[config.mk]
export PLATFORM = sky130hd
export DESIGN_NAME = rf_wb_scheduler
export DESIGN_NICKNAME = d
export VERILOG_FILES = /design/src/rtl/rf_wb_pkg.sv /design/src/rtl/rf_wb_scheduler_rr_arbiter.sv /design/src/rtl/rf_wb_scheduler.sv
export SDC_FILE = /design/constraint.sdc
export NUM_CORES = 1
export LEC_CHECK = 0
export ABC_AREA = 1
export ABC_CLOCK_PERIOD_IN_PS = 9300
export CORE_ASPECT_RATIO = 1.5
export CORE_MARGIN = 5
export CORE_UTILIZATION = 30
export CTS_CLUSTER_SIZE = 28
export DETAILED_ROUTE_END_ITERATION = 6
export SYNTH_ARGS = -nofsm -noshare
export SYNTH_HDL_FRONTEND = slang
export SYNTH_SLANG_ARGS = --single-unit
[constraint.sdc]
create_clock -name clock -period 9.3 [get_ports clock]
set_input_delay 0.93 -clock clock [delete_from_list [all_inputs] [get_ports clock]]
set_output_delay 0.93 -clock clock [all_outputs]
set_load 0.02 [all_outputs]
[src/rtl/rf_wb_pkg.sv]
// Shared constants and types for the register-file write-back path.
package rf_wb_pkg;

    localparam int REG_ADDR_W = 5;
    localparam int XLEN       = 32;

    localparam int REQ_ALU = 0;
    localparam int REQ_LSU = 1;
    localparam int REQ_MDU = 2;

    typedef struct packed {
        logic [REG_ADDR_W-1:0] addr;
        logic [XLEN-1:0]       data;
    } wb_req_t;

endpackage

[src/rtl/rf_wb_scheduler_rr_arbiter.sv]
// N-wide round-robin arbiter: the first requester at or after the pointer wins,
// and the pointer moves just past the winner. Generic so other shared ports can reuse it.
module rr_arbiter #(
    parameter int N = 3,
    localparam int PW = (N > 1) ? $clog2(N) : 1
) (
    input  logic         clock,
    input  logic         reset,
    input  logic [N-1:0] req,
    output logic [N-1:0] grant
);

    logic [PW-1:0] ptr_q, ptr_d;
    logic [PW-1:0] gidx;
    logic          found;

    always_comb begin
        found = 1'b0;
        gidx  = '0;
        for (int k = 0; k < N; k++) begin
            if (!found && req[PW'((int'(ptr_q) + k) % N)]) begin
                found = 1'b1;
                gidx  = PW'((int'(ptr_q) + k) % N);
            end
        end
        grant = found ? (N'(1) << gidx) : '0;
        ptr_d = ptr_q;
        if (found) begin
            ptr_d = (int'(gidx) == N - 1) ? '0 : gidx + 1'b1;
        end
    end

    always_ff @(posedge clock or posedge reset) begin
        if (reset) begin
            ptr_q <= '0;
        end else begin
            ptr_q <= ptr_d;
        end
    end

endmodule

[src/rtl/rf_wb_scheduler.sv]
// Write-back scheduler and RAW hazard scoreboard for the register file's single write port.
// Optional forwarding from the output stage is enabled by defining RF_WB_BYPASS_EN.
module rf_wb_scheduler #(
    parameter int NUM_REQ = 3,
    parameter int XLEN    = rf_wb_pkg::XLEN,
    parameter int AW      = rf_wb_pkg::REG_ADDR_W,
    parameter int CNT_W   = 2
) (
    input  logic                    clock,
    input  logic                    reset,
    input  logic [NUM_REQ-1:0]      req_valid,
    output logic [NUM_REQ-1:0]      req_ready,
    input  logic [NUM_REQ*AW-1:0]   req_addr,
    input  logic [NUM_REQ*XLEN-1:0] req_data,
    output logic                    rf_enable,
    output logic [AW-1:0]           rf_writeadd,
    output logic [XLEN-1:0]         rf_writedata,
    input  logic                    issue_valid,
    input  logic [AW-1:0]           issue_rd,
    output logic                    issue_ready,
    input  logic [AW-1:0]           query_rs1,
    input  logic [AW-1:0]           query_rs2,
`ifdef RF_WB_BYPASS_EN
    output logic                    rs1_fwd_valid,
    output logic [XLEN-1:0]         rs1_fwd_data,
    output logic                    rs2_fwd_valid,
    output logic [XLEN-1:0]         rs2_fwd_data,
`endif
    output logic                    rs1_busy,
    output logic                    rs2_busy
);

    localparam int NREG = 1 << AW;
    localparam logic [CNT_W-1:0] CNT_MAX = '1;

    logic [NUM_REQ-1:0] grant;
    logic               xfer;
    logic [AW-1:0]      sel_addr;
    logic [XLEN-1:0]    sel_data;

    logic               rf_enable_q, rf_enable_d;
    logic [AW-1:0]      rf_writeadd_q, rf_writeadd_d;
    logic [XLEN-1:0]    rf_writedata_q, rf_writedata_d;

    logic [CNT_W-1:0]   cnt_q [NREG];
    logic [CNT_W-1:0]   cnt_d [NREG];
    logic               dec_any, inc_any, inc_r, dec_r, dec_err;
    logic               rs1_cnt_nz, rs2_cnt_nz, rs1_hit, rs2_hit;

    rr_arbiter #(.N(NUM_REQ)) u_arb (
        .clock (clock),
        .reset (reset),
        .req   (req_valid),
        .grant (grant)
    );

    assign req_ready = grant;
    assign xfer      = |grant;

    always_comb begin
        sel_addr = '0;
        sel_data = '0;
        for (int i = 0; i < NUM_REQ; i++) begin
            if (grant[i]) begin
                sel_addr = sel_addr | req_addr[i*AW +: AW];
                sel_data = sel_data | req_data[i*XLEN +: XLEN];
            end
        end
    end

    // x0 writes are consumed from the requester but never reach the register file.
    always_comb begin
        rf_enable_d    = xfer && (sel_addr != '0);
        rf_writeadd_d  = xfer ? sel_addr : rf_writeadd_q;
        rf_writedata_d = xfer ? sel_data : rf_writedata_q;
    end

    always_comb begin
        dec_any     = xfer && (sel_addr != '0);
        issue_ready = (cnt_q[issue_rd] != CNT_MAX) || (dec_any && (sel_addr == issue_rd));
        inc_any     = issue_valid && issue_ready && (issue_rd != '0);
        dec_err     = 1'b0;
        inc_r       = 1'b0;
        dec_r       = 1'b0;
        for (int r = 0; r < NREG; r++) begin
            cnt_d[r] = cnt_q[r];
            inc_r    = inc_any && (issue_rd == AW'(r));
            dec_r    = dec_any && (sel_addr == AW'(r));
            if (inc_r && !dec_r) begin
                cnt_d[r] = cnt_q[r] + 1'b1;
            end else if (dec_r && !inc_r) begin
                if (cnt_q[r] == '0) begin
                    dec_err = 1'b1;
                end else begin
                    cnt_d[r] = cnt_q[r] - 1'b1;
                end
            end
        end
    end

    // The output-stage term covers the cycle between grant and register-file commit.
    always_comb begin
        rs1_cnt_nz = (cnt_q[query_rs1] != '0);
        rs2_cnt_nz = (cnt_q[query_rs2] != '0);
        rs1_hit    = rf_enable_q && (rf_writeadd_q == query_rs1) && (query_rs1 != '0);
        rs2_hit    = rf_enable_q && (rf_writeadd_q == query_rs2) && (query_rs2 != '0);
`ifdef RF_WB_BYPASS_EN
        rs1_fwd_valid = rs1_hit && !rs1_cnt_nz;
        rs2_fwd_valid = rs2_hit && !rs2_cnt_nz;
        rs1_fwd_data  = rf_writedata_q;
        rs2_fwd_data  = rf_writedata_q;
        rs1_busy      = (query_rs1 != '0) && (rs1_cnt_nz || (rs1_hit && !rs1_fwd_valid));
        rs2_busy      = (query_rs2 != '0) && (rs2_cnt_nz || (rs2_hit && !rs2_fwd_valid));
`else
        rs1_busy = (query_rs1 != '0) && (rs1_cnt_nz || rs1_hit);
        rs2_busy = (query_rs2 != '0) && (rs2_cnt_nz || rs2_hit);
`endif
    end

    always_ff @(posedge clock or posedge reset) begin
        if (reset) begin
            rf_enable_q    <= 1'b0;
            rf_writeadd_q  <= '0;
            rf_writedata_q <= '0;
            for (int r = 0; r < NREG; r++) begin
                cnt_q[r] <= '0;
            end
        end else begin
            rf_enable_q    <= rf_enable_d;
            rf_writeadd_q  <= rf_writeadd_d;
            rf_writedata_q <= rf_writedata_d;
            for (int r = 0; r < NREG; r++) begin
                cnt_q[r] <= cnt_d[r];
            end
        end
    end

    // A write-back for a register with no outstanding issue is a requester protocol error.
    always_ff @(posedge clock) begin
        if (!reset) begin
            assert (!dec_err);
        end
    end

    assign rf_enable    = rf_enable_q;
    assign rf_writeadd  = rf_writeadd_q;
    assign rf_writedata = rf_writedata_q;

endmodule

==> run metrics <==
clock insertion delay at the later pin of the skew report=between 0.3 and 0.4 ns; Internal Power=~1.7 mW; power dissipated by switching net loads=~1.8 mW; worst path required time=around 8.4 ns; Final Setup Violations=0; maximum buffer depth of the clock tree=2; number of distinct library cell variants in the gate-level netlist after synthesis=43; routed wirelength normalized by instance count=about 17 um; worst vdd rail ir drop=0.000192 V; share of the clock period used by the worst path=0.535; fraction of the mapped netlist area in compound gates=0.179; Crit Path Category=input port to primary output; sequential share of the synthesized area=0.322; largest family of logic cells by synthesized area=simple AND/OR/NAND/NOR gates; fraction of final layout cells with drive strength greater than 1=0.0652; final design utilization=0.391; area enclosed by the die boundary=between 0.03 and 0.04 mm^2; mux share of post-synthesis cell area=0; Comb pwr share=0.630; count of state elements after synthesis=approximately 100; RSZ-0062 raised after global routing=no; switching power share of the total=0.517; relative area change from synthesis to final layout=28.7%; clock-pin slew of the registers on the worst-case setup and hold paths=0.07 ns; number of endpoints with negative hold slack in the final report=0; via count of the first global-routing pass=around 8200; post-detailed-route count of antenna-violating nets=0; total of fill cells in the finished design=approximately 2800; post-synthesis xor/xnor area fraction=0.0369; asr flop ratio synth=1.00; first-pass iteration count of the detailed router=5; antenna violations before repair=0; count of clock tree sinks=about 100; post-synthesis cell area=a little over 0.008 mm^2; Core Rows=73; pin count of the biggest net entering global routing=58; register share of total power=0.255; Max-Slew Margin vs Limit=0.275; Cells after Synth=about 1100; area after detailed placement=0.0101 mm^2; Resize count post-CTS=0; hold bufs inserted after CTS=0; post-CTS setup buffer count=0; static leakage=about 4.7 nW; highest clock rate=around 200 MHz; sort of element at the end of the critical path=primary output; final wirelength=27.6 mm; number of synthesis warnings=0; worst endpoint data arrival time=slightly above 4 ns; global-route wire length before repair=43.4 mm; detailed-route DRC error count=0; overall fraction of global-route tracks in use=0.183; R2R setup slack=4.74 ns; Total Nets Final=roughly 1400; Floorplan Core Area=0.0266 mm^2; cell at the root of the clock tree=sky130_fd_sc_hd__clkbuf_16; worst clock skew=about 0.012 ns; total of max-cap violations=0; Synth Area in Simple Gates=0.305; minimum setup slack after placement=about 4.2 ns; post-layout worst setup margin=~4.3 ns; width of the die=around 140 um; I/O pin total=176; Port Buffers=175; min Tclk post-route=roughly 5 ns; Synth Area per Inst=7.25 um^2; starting density of the core=0.304; outcome=complete, no violations; overflow left after global routing=0; power density over the cells=332 mW/mm^2; Slew @ Worst Pin=1.08 ns; startpoint types=input port; Starting DRT DRC Count=537; sum of net half-perimeters after detailed placement=21.6 mm; cts bufs inserted=9; share of synthesized cell area in full adder, half adder and majority cells=0.0542; level count of the clock H-tree=3; CTS tree=yes; syn_nets=between 1000 and 1500; final weighted congestion in routability-driven placement=~0.95; maximum fanout encountered on the critical timing path=11; worst min-delay path category=flop to flop; main flop type after synthesis=sky130_fd_sc_hd__dfrtp_1; total negative slack=0 ns; n_diodes=0; clock network power share=0.115; number of vias in the routed layout=8215; DR vias/cell=5.10; number of flops mapped to enable cells by yosys=0; Die H=approximately 210 um; number of max-slew violations in the final report=0; worst hold slack after final layout=approximately 0.45 ns; area of all placed cells without fillers=between 0.01 and 0.015 mm^2
==> cells in the mapped netlist (2+ instances only) <==
master / n / share of area
sky130_fd_sc_hd__o311ai_0: 2 / 0.0022
sky130_fd_sc_hd__nand2_1: 277 / 0.13
sky130_fd_sc_hd__clkbuf_1: 31 / 0.014
sky130_fd_sc_hd__o21ai_0: 49 / 0.030
sky130_fd_sc_hd__a31oi_1: 2 / 0.0015
sky130_fd_sc_hd__a22oi_1: 79 / 0.073
sky130_fd_sc_hd__o221ai_1: 17 / 0.018
sky130_fd_sc_hd__o21ai_1: 2 / 0.0012
sky130_fd_sc_hd__xor2_1: 34 / 0.037
sky130_fd_sc_hd__buf_12: 3 / 0.0074
sky130_fd_sc_hd__nand3_2: 2 / 0.0025
sky130_fd_sc_hd__inv_1: 157 / 0.073
sky130_fd_sc_hd__nand3_1: 109 / 0.068
sky130_fd_sc_hd__a21oi_1: 30 / 0.019
sky130_fd_sc_hd__o2111ai_1: 7 / 0.0076
sky130_fd_sc_hd__o211ai_1: 9 / 0.0084
sky130_fd_sc_hd__clkinv_1: 3 / 0.0014
sky130_fd_sc_hd__inv_2: 6 / 0.0028
sky130_fd_sc_hd__nor2_4: 32 / 0.045
sky130_fd_sc_hd__nor2_2: 3 / 0.0023
sky130_fd_sc_hd__nand2_2: 7 / 0.0054
sky130_fd_sc_hd__nand4_1: 7 / 0.0054
sky130_fd_sc_hd__a221oi_1: 4 / 0.0043
sky130_fd_sc_hd__dfrtp_1: 104 / 0.32
sky130_fd_sc_hd__o22ai_1: 5 / 0.0039
sky130_fd_sc_hd__buf_4: 2 / 0.0019
sky130_fd_sc_hd__ha_1: 35 / 0.054
sky130_fd_sc_hd__nand2_4: 5 / 0.0070
sky130_fd_sc_hd__nor2_1: 77 / 0.036
==> path summary, 6_finish.rpt <==
| kind | from | cells after the start | endpoint |
|---|---|---|---|
| min in group asynchronous | reset | 2 | rf_writedata[1] |
| max in group asynchronous | reset | 3 | cnt_q[43] |
| setup reg to reg | u_arb.ptr_q[0] | 25 | cnt_q[51] |
| setup / recovery | query_rs2[1] | 10 | rs2_busy |
| hold reg to reg | cnt_q[63] | 0 | cnt_q[63] |
| hold / removal | cnt_q[63] | 0 | cnt_q[63] |
==> power groups by stage <==
stage | sequential, mW | combinational (mW) | clock (mW)
floorplan | 0.940 | 1.38 | 0
global placement | 0.878 | 2.16 | 0
detailed placement | 0.883 | 2.18 | 0
CTS | 0.880 | 2.19 | 0.414
global route | 0.912 | 2.42 | 0.428
finish | 0.881 | 2.17 | 0.397
==> state kept, by name, indices dropped and copies added (netlist names) <==
name,count
rf_writeadd,5
rf_writedata,32
cnt_q,64
rf_enable,1
u_arb.ptr_q,2
==> critical path, cell delays in order <==
cell and delay, ns:
sky130_fd_sc_hd__clkdlybuf4s50_1 0.76, sky130_fd_sc_hd__clkinv_1 0.44, sky130_fd_sc_hd__nor2_1 0.40, sky130_fd_sc_hd__inv_1 0.19, sky130_fd_sc_hd__o2111ai_1 0.31, sky130_fd_sc_hd__a31oi_1 0.14, sky130_fd_sc_hd__o211ai_1 0.17, sky130_fd_sc_hd__nand2_1 0.06
sky130_fd_sc_hd__inv_1 0.05, sky130_fd_sc_hd__clkdlybuf4s50_1 0.59
==> cell usage in the layout (no fill, tap or decap), types with 4 or more instances in the layout <==
cell	count
sky130_fd_sc_hd__clkdlybuf4s50_1	175
sky130_fd_sc_hd__o21ai_0	49
sky130_fd_sc_hd__buf_4	8
sky130_fd_sc_hd__o22ai_1	5
sky130_fd_sc_hd__o2111ai_1	7
sky130_fd_sc_hd__a221oi_1	4
sky130_fd_sc_hd__nor2_1	77
sky130_fd_sc_hd__nand2_1	277
sky130_fd_sc_hd__nand4_1	7
sky130_fd_sc_hd__a21oi_1	30
sky130_fd_sc_hd__a22oi_1	79
sky130_fd_sc_hd__clkbuf_16	9
sky130_fd_sc_hd__dfrtp_1	104
sky130_fd_sc_hd__inv_2	6
sky130_fd_sc_hd__nand3_1	109
sky130_fd_sc_hd__nand2_4	5
sky130_fd_sc_hd__ha_1	35
sky130_fd_sc_hd__o221ai_1	17
sky130_fd_sc_hd__o211ai_1	9
sky130_fd_sc_hd__inv_1	156
sky130_fd_sc_hd__xor2_1	34
sky130_fd_sc_hd__nand2_2	7
sky130_fd_sc_hd__nor2_4	33
==> layout make-up <==
type	instances	area [um^2]	area share
clock buffers	11	243	0.0234
clock inverters	4	45.0	0.00433
inverters	166	626	0.0602
multi-input cells	805	4640	0.447
flip-flops and latches	104	2600	0.250
well taps	337	422	0.0406
repair buffers	183	1810	0.174
==> layer usage <==
metal	track usage	routed length, um	vias to the layer above
met5	0	0	-
met4	0.0864	957	0
met3	0.0419	2310	54
met2	0.309	13400	352
met1	0.217	10900	3788
li1	-	-	4021
==> cells by family after synthesis <==
group	after synthesis
AOI/OAI and AO/OA	213
xor gates and xnor gates	34
adders and majority gates	35
buffers and inverters	205
DFF	104
and+or+nand+nor	523
==> per-stage QoR <==
stage	total power, mW	std cells
after floorplan	2.32	1114
after global placement	3.03	1595
after detailed placement	3.07	1595
after CTS	3.48	1610
after global routing	3.76	1610
final	3.45	1610
Note: power is estimated with default switching activity, not from simulation.
